<file path="config.mk">
export PLATFORM = sky130hd
export DESIGN_NAME = int_div_seq_ctrl
export DESIGN_NICKNAME = d
export VERILOG_FILES = /design/src/rtl/int_div_seq_ctrl.sv
export SDC_FILE = /design/constraint.sdc
export NUM_CORES = 1
export LEC_CHECK = 0
export CAP_MARGIN = 20
export CORE_ASPECT_RATIO = 1.5
export CORE_MARGIN = 2
export CORE_UTILIZATION = 37
export CTS_BUF_LIST = sky130_fd_sc_hd__clkbuf_8
export DETAILED_ROUTE_END_ITERATION = 8
export SLEW_MARGIN = 20
export SYNTH_ARGS = -nofsm -noshare
export SYNTH_HDL_FRONTEND = slang
export SYNTH_SLANG_ARGS = --single-unit
</file>
<file path="constraint.sdc">
create_clock -name clk -period 5.75 [get_ports clk]
set_input_delay 0.8625 -clock clk [delete_from_list [all_inputs] [get_ports clk]]
set_output_delay 0.8625 -clock clk [all_outputs]
set_load 0.01 [all_outputs]
</file>
<file path="src/rtl/int_div_seq_ctrl.sv">
// ---------------------------------------------------------------------------
// int_div_seq_ctrl
//   Sequencing controller for an unsigned restoring integer divider.
//   Takes a dividend/divisor pair on a valid/ready handshake, then runs
//   WIDTH shift-subtract iterations (one quotient bit per clock). The
//   quotient and remainder are then offered on a valid/ready result
//   handshake. A zero divisor skips the iterations and returns
//   quotient = all ones, remainder = dividend, with div_by_zero set.
//
// Ports
//   clk          rising-edge clock
//   rst          synchronous active-high reset
//   in_valid     operand pair valid
//   in_ready     operands can be accepted (IDLE only)
//   dividend     unsigned dividend, sampled on accept
//   divisor      unsigned divisor, sampled on accept
//   out_valid    result valid (DONE only)
//   out_ready    consumer takes the result
//   quotient     registered quotient
//   remainder    registered remainder
//   div_by_zero  registered flag: result came from a zero divisor
//   busy         high while CALC or DONE
// ---------------------------------------------------------------------------
module int_div_seq_ctrl #(
  parameter int WIDTH = 8
) (
  input  logic             clk,
  input  logic             rst,
  input  logic             in_valid,
  output logic             in_ready,
  input  logic [WIDTH-1:0] dividend,
  input  logic [WIDTH-1:0] divisor,
  output logic             out_valid,
  input  logic             out_ready,
  output logic [WIDTH-1:0] quotient,
  output logic [WIDTH-1:0] remainder,
  output logic             div_by_zero,
  output logic             busy
);

  localparam int CNT_W = $clog2(WIDTH);

  typedef enum logic [1:0] {
    IDLE = 2'd0,
    CALC = 2'd1,
    DONE = 2'd2
  } state_t;

  state_t           state_reg, state_next;
  logic [WIDTH-1:0] q_reg, q_next;       // dividend shifting out, quotient shifting in
  logic [WIDTH-1:0] r_reg, r_next;       // partial remainder
  logic [WIDTH-1:0] d_reg, d_next;       // latched divisor
  logic [CNT_W-1:0] cnt_reg, cnt_next;
  logic [WIDTH-1:0] quotient_reg, quotient_next;
  logic [WIDTH-1:0] remainder_reg, remainder_next;
  logic             dbz_reg, dbz_next;

  // One restoring step. The trial value is WIDTH+1 bits wide. The partial
  // remainder is always below the divisor, so it fits in WIDTH bits, and
  // so does any successful subtraction result. That lets the difference
  // be computed modulo 2^WIDTH without losing information.
  logic [WIDTH:0]   trial;
  logic             ge;
  logic [WIDTH-1:0] diff;
  logic [WIDTH-1:0] q_step;
  logic [WIDTH-1:0] r_step;

  assign trial  = {r_reg, q_reg[WIDTH-1]};
  assign ge     = (trial >= {1'b0, d_reg});
  assign diff   = trial[WIDTH-1:0] - d_reg;
  assign q_step = {q_reg[WIDTH-2:0], ge};
  assign r_step = ge ? diff : trial[WIDTH-1:0];

  // State register and datapath registers
  always_ff @(posedge clk) begin
    if (rst) begin
      state_reg     <= IDLE;
      q_reg         <= '0;
      r_reg         <= '0;
      d_reg         <= '0;
      cnt_reg       <= '0;
      quotient_reg  <= '0;
      remainder_reg <= '0;
      dbz_reg       <= 1'b0;
    end else begin
      state_reg     <= state_next;
      q_reg         <= q_next;
      r_reg         <= r_next;
      d_reg         <= d_next;
      cnt_reg       <= cnt_next;
      quotient_reg  <= quotient_next;
      remainder_reg <= remainder_next;
      dbz_reg       <= dbz_next;
    end
  end

  // Next-state and datapath control
  always_comb begin
    state_next     = state_reg;
    q_next         = q_reg;
    r_next         = r_reg;
    d_next         = d_reg;
    cnt_next       = cnt_reg;
    quotient_next  = quotient_reg;
    remainder_next = remainder_reg;
    dbz_next       = dbz_reg;

    case (state_reg)
      IDLE: begin
        // in_ready is high throughout IDLE, so in_valid alone marks an accept
        if (in_valid) begin
          if (divisor != '0) begin
            q_next     = dividend;
            r_next     = '0;
            d_next     = divisor;
            cnt_next   = CNT_W'(WIDTH - 1);
            state_next = CALC;
          end else begin
            quotient_next  = '1;
            remainder_next = dividend;
            dbz_next       = 1'b1;
            state_next     = DONE;
          end
        end
      end

      CALC: begin
        q_next   = q_step;
        r_next   = r_step;
        cnt_next = cnt_reg - CNT_W'(1);
        if (cnt_reg == '0) begin
          // Final iteration: publish its result directly
          quotient_next  = q_step;
          remainder_next = r_step;
          dbz_next       = 1'b0;
          cnt_next       = '0;
          state_next     = DONE;
        end
      end

      DONE: begin
        if (out_ready) begin
          state_next = IDLE;
        end
      end

      default: begin
        state_next = IDLE;
      end
    endcase
  end

  assign in_ready    = (state_reg == IDLE);
  assign out_valid   = (state_reg == DONE);
  assign busy        = (state_reg != IDLE);
  assign quotient    = quotient_reg;
  assign remainder   = remainder_reg;
  assign div_by_zero = dbz_reg;

endmodule
</file>
; Word level (Yosys, flattened, before mapping)
; Index checks and enable logic that the tools add are counted.
[totals]
n_memories = 0
rom_bits = 0
in_bits = 20
out_inout_bits = 20
latchBits = 0
elab_cells = 55
ff_bits = 46
ram_bits = 0
[op_classes]
order_cmp = 1
div = 0
n_reduce_logical = 9
mul = 0
n_eq_ne = 7
n_addsub = 2
shifts = 0
n_bitwise = 0
n_mux = 28
[ops]
columns = cell, n
row1 = $mux 8, 11
row2 = $pmux 8 s2, 4
row3 = $ge 9x8->1, 1
row4 = $mux 3, 3
row5 = $reduce_and 3->1, 3
row6 = $mux 2, 4
row7 = $reduce_bool 8->1, 1
row8 = $sub 8x8->8, 1
row9 = $ne 2x2->1 const B, 3
row10 = $pmux 2 s3, 1
row11 = $pmux 3 s2, 1
row12 = $ne 2x1->1 const B, 2
row13 = $reduce_and 4->1, 1
row14 = $reduce_bool 2->1, 2
row15 = $logic_not 3->1, 1
row16 = $mux 1, 3
row17 = $sub 3x1->3 const B, 1
row18 = $eq 2x1->1 const B, 1
row19 = $eq 2x2->1 const B, 1
row20 = $logic_not 2->1, 1
row21 = $pmux 1 s2, 1

; Logic depth before layout (Yosys ltp)
[depth]
ltp_word = 4
depth_mapped = 9
mapped_depth_nobuf = 9

; Worst setup path before layout
; OpenSTA, ideal clock, no wires.
[synth_timing]
kind = input -> register
start = input divisor[7]
end = register q_reg[2]
setup_ps = 91
slack_ps = 3358
t_arrival_ps = 2301
stages = 7
required_time_ps = 5659
path_buffers = 2
path_cell_list = or4_1 nor2_2 nor2b_1 o21a_1 buf_2 buf_2 a311oi_1
[synth_between]
elab_chain_cells = 3
[synth_lines]
columns = item, line_no
row1 = from (decl), 32  ; input logic [WIDTH-1:0] divisor,
row2 = $reduce_bool 8->1, 112  ; if (divisor != '0) begin
row3 = $ne 2x1->1 (no source line), n/a
row4 = $reduce_and 3->1 (no source line), n/a
row5 = to (signal assigned), 87  ; q_reg <= q_next;
row6 = to (decl), 50  ; logic [WIDTH-1:0] q_reg, q_next;
; Every way passes these cells.
; A chain may end at the register's enable or synchronous reset.

; Worst setup path in the final report
[layout_timing]
start = input divisor[3]
end = register remainder_reg[7] (netlist: remainder[7])
[layout_between]
elab_chain_cells = 3
[layout_lines]
columns = item, line_no
row1 = $reduce_bool 8->1, 112
row2 = $ne 2x2->1 (no source line), n/a
row3 = $reduce_and 4->1 (no source line), n/a
row4 = to (signal assigned), 92  ; remainder_reg <= remainder_next;
row5 = to (decl), 55  ; logic [WIDTH-1:0] remainder_reg, remainder_next;
; Every way passes these cells.

==> impl_metrics.toml <==
[status]
status = "finished, final reports clean"

[synthesis]
syn_area_um2 = 2360
ys.flop_type = "dfxtp_1"
async_flop_share_pct = 0
yosysSeqAreaShare_pct = 39.0
syn-num-nets = 321
synthCells = 290
syn_area_per_cell_um2 = 8.15
yosysUniqueCellTypes = 51
synth.ff_latch_count = 46
synth_edf_count = 0
ys.warnings.count = 0

[global_routing]
grt_max_degree = 45
grt-ovfl-total = 0
grt_pass1_wl_um = 9430
antenna_found_initial = 0
grt_use_total_pct = 16.5
first_global_vias = 1996

[die]
core-area_um2 = 6170
die_h_um = 102
rows = 35
start_util_pct = 38.3
die_area_um2 = 7060
boundaryPins = 40
dieWidth_um = 69.3

[drt]
drc = 0
wl_met1_um = 2440
wire_per_inst_um = 14.0
top_layer_used = "met4"
dr.pass1.iters = 4
via_per_inst = 5.36
dr_wl_met3_um = 139
antenna_left = 0
routed_wl_um = 5540
drt_first_iter_violations = 96
dr_wl_met2_um = 2890
vias = 2129

[worst_setup_path]
worstSetupStartpointType = "primary input"
r2r-end = "remainder[3]$_SDFFE_PP0P_"
rrSetupSlack_ns = 3.30
endpoint_kind = "register"
worst-endpoint-required_ns = 5.97
r2r_cells = 7
cp_max_fo = 20
worstPathArrival_ns = 3.28
critical_path_class = "primary input to register"
r2r-start = "r_reg[2]$_SDFFE_PP0P_"

[min_path]
hold_class = "register to register"
hold-path-endpoint = "remainder[7]$_SDFFE_PP0P_"
hold_path.startpoint = "remainder[7]$_SDFFE_PP0P_"
hold_path_depth = 2

[cts]
cts_tree = "built"
numCtsBuffers = 5
htreeDepth = 2
cts_resized = 0
clockBufferDepth = 2
postCtsHoldBufs = 0
root_buffer = "clkbuf_8"
clkSlewWorstSetupHoldPaths_ns = 0.09
post-cts-setup-buffers = 0
clk_latency_ns = 0.31
clock-sinks = 46

[place]
dp_cells = 389
place_hpwl_um = 4070
io_buffer_count = 39
gp_congestion = 0.773

[timing]
fin_crit_sh_pct = 53.2
max_freq_ghz = 0.327
slew_headroom_pct = 52.3
slew_viol_final = 0
tns_ns = 0
period_minus_slack_ns = 3.06
setup_viol = 0
grt_setup_unrepaired = "false"
hold_violations = 0
max_slew.worst_pin.slew_ns = 0.714
fin_skew_ns = 0.0117

[pwr]
max-vdd-ir-drop_mv = 0.151
finalPower_w = 0.000910
p_leak_nw = 1.08
power_density_nw_per_um2 = 315

[cells_and_area]
fillCellCount = 621
drive_above_1_share_pct = 7.74
finalNonFillerCells = 397
n_antenna_cell = 0
nets = 353
area_growth_pct = 22.2

[flow_run]
maxCapViolCount = 0
worst max path at each step:
stage | to | cells after the start | slack [ns] | from
final | remainder[7]$_SDFFE_PP0P_ | 7 | 2.69 | divisor[3]
after global routing | remainder[7]$_SDFFE_PP0P_ | 7 | 2.51 | divisor[3]
after CTS | remainder[7]$_SDFFE_PP0P_ | 7 | 2.66 | divisor[3]
after detailed placement | remainder[7]$_SDFFE_PP0P_ | 7 | 2.34 | divisor[3]
after global placement | remainder[7]$_SDFFE_PP0P_ | 7 | 2.43 | divisor[3]
after floorplan | q_reg[2]$_SDFFE_PP0P_ | 7 | 3.36 | divisor[7]
critical path, cell delays in order:
cell,delay (ns)
clkdlybuf4s50_1,0.42
or4_1,0.57
nor2_2,0.19
nand3_1,0.16
nand2_1,0.52
o21ai_0,0.24
a221oi_2,0.31
layer usage:
layer | global-route usage, % | vias to the layer above
li1 | - | 1096
met1 | 19.4 | 991
met2 | 29.9 | 35
met3 | 3.16 | 7
met4 | 5.88 | 0
met5 | 0 | -
cell families (layout without fill, tap and decap cells):
group           count (synthesis)  count (layout)  synth area share, %
simple gates                  122             122                 24.0
flops                          46              46                 39.0
mux                             8               8                 3.39
compound gates                 66              66                 20.3
xor+xnor                        4               4                 1.48
buf+inv                        33              66                 5.72
fa+ha+maj                      11              11                 6.14
synthesized netlist by cell type (4+ instances only):
library cell  count  share of area, %
nand2_1          33               5.2
a31oi_1           6               1.6
dfxtp_1          46                39
clkbuf_1         10               1.6
a21oi_1          14               3.0
nor2b_1           4               1.1
nand3_1           4              0.85
a311oi_1         13               4.8
nor2_1           43               6.8
nor3_1           18               3.8
buf_2             6               1.3
mux2i_1           8               3.4
ha_1             10               5.3
inv_1            16               2.5
o21ai_0          11               2.3
placed cells by master (no fill, tap or decap), types with 5 or more instances in the layout:
cell type and count:
nor2_1 43, a311oi_1 13, inv_1 16, ha_1 10, clkdlybuf4s50_1 39, dfxtp_1 46
mux2i_1 8, nand2_1 33, a21oi_1 14, nor3_1 18, clkbuf_8 5, o21ai_0 11
a31oi_1 6
report_power, final:
part	internal [W]	leakage, nW	total, W	switching [W]
Sequential	0.000351	0.377	0.000374	0.0000230
Clock	0.0000879	0.0447	0.000208	0.000120
Combinational	0.000144	0.660	0.000327	0.000183
Total	0.000583	1.08	0.000910	0.000327
final cells by class:
cell class | instances | area (µm²) | area share, %
Sequential cell | 46 | 921 | 31.9
Clock buffer | 5 | 68.8 | 2.38
Multi-Input combinational cell | 211 | 1310 | 45.3
Clock inverter | 3 | 25.0 | 0.867
Tap cell | 74 | 92.6 | 3.21
Inverter | 16 | 60.1 | 2.08
Timing Repair Buffer | 42 | 413 | 14.3
stage by stage:
step / setup WS, ns / cell area, µm² / hold slack (ns) / util [%]
after floorplan: 3.36 / 2360 / 0.448 / -
after global placement: 2.43 / 2790 / 0.466 / 45.2
after detailed placement: 2.34 / 2790 / 0.476 / 45.2
after CTS: 2.66 / 2890 / 0.488 / 46.8
after global routing: 2.51 / 2890 / 0.507 / 46.8
final: 2.69 / 2890 / 0.489 / 46.8
No activity file was read; power rests on OpenSTA's default activity.
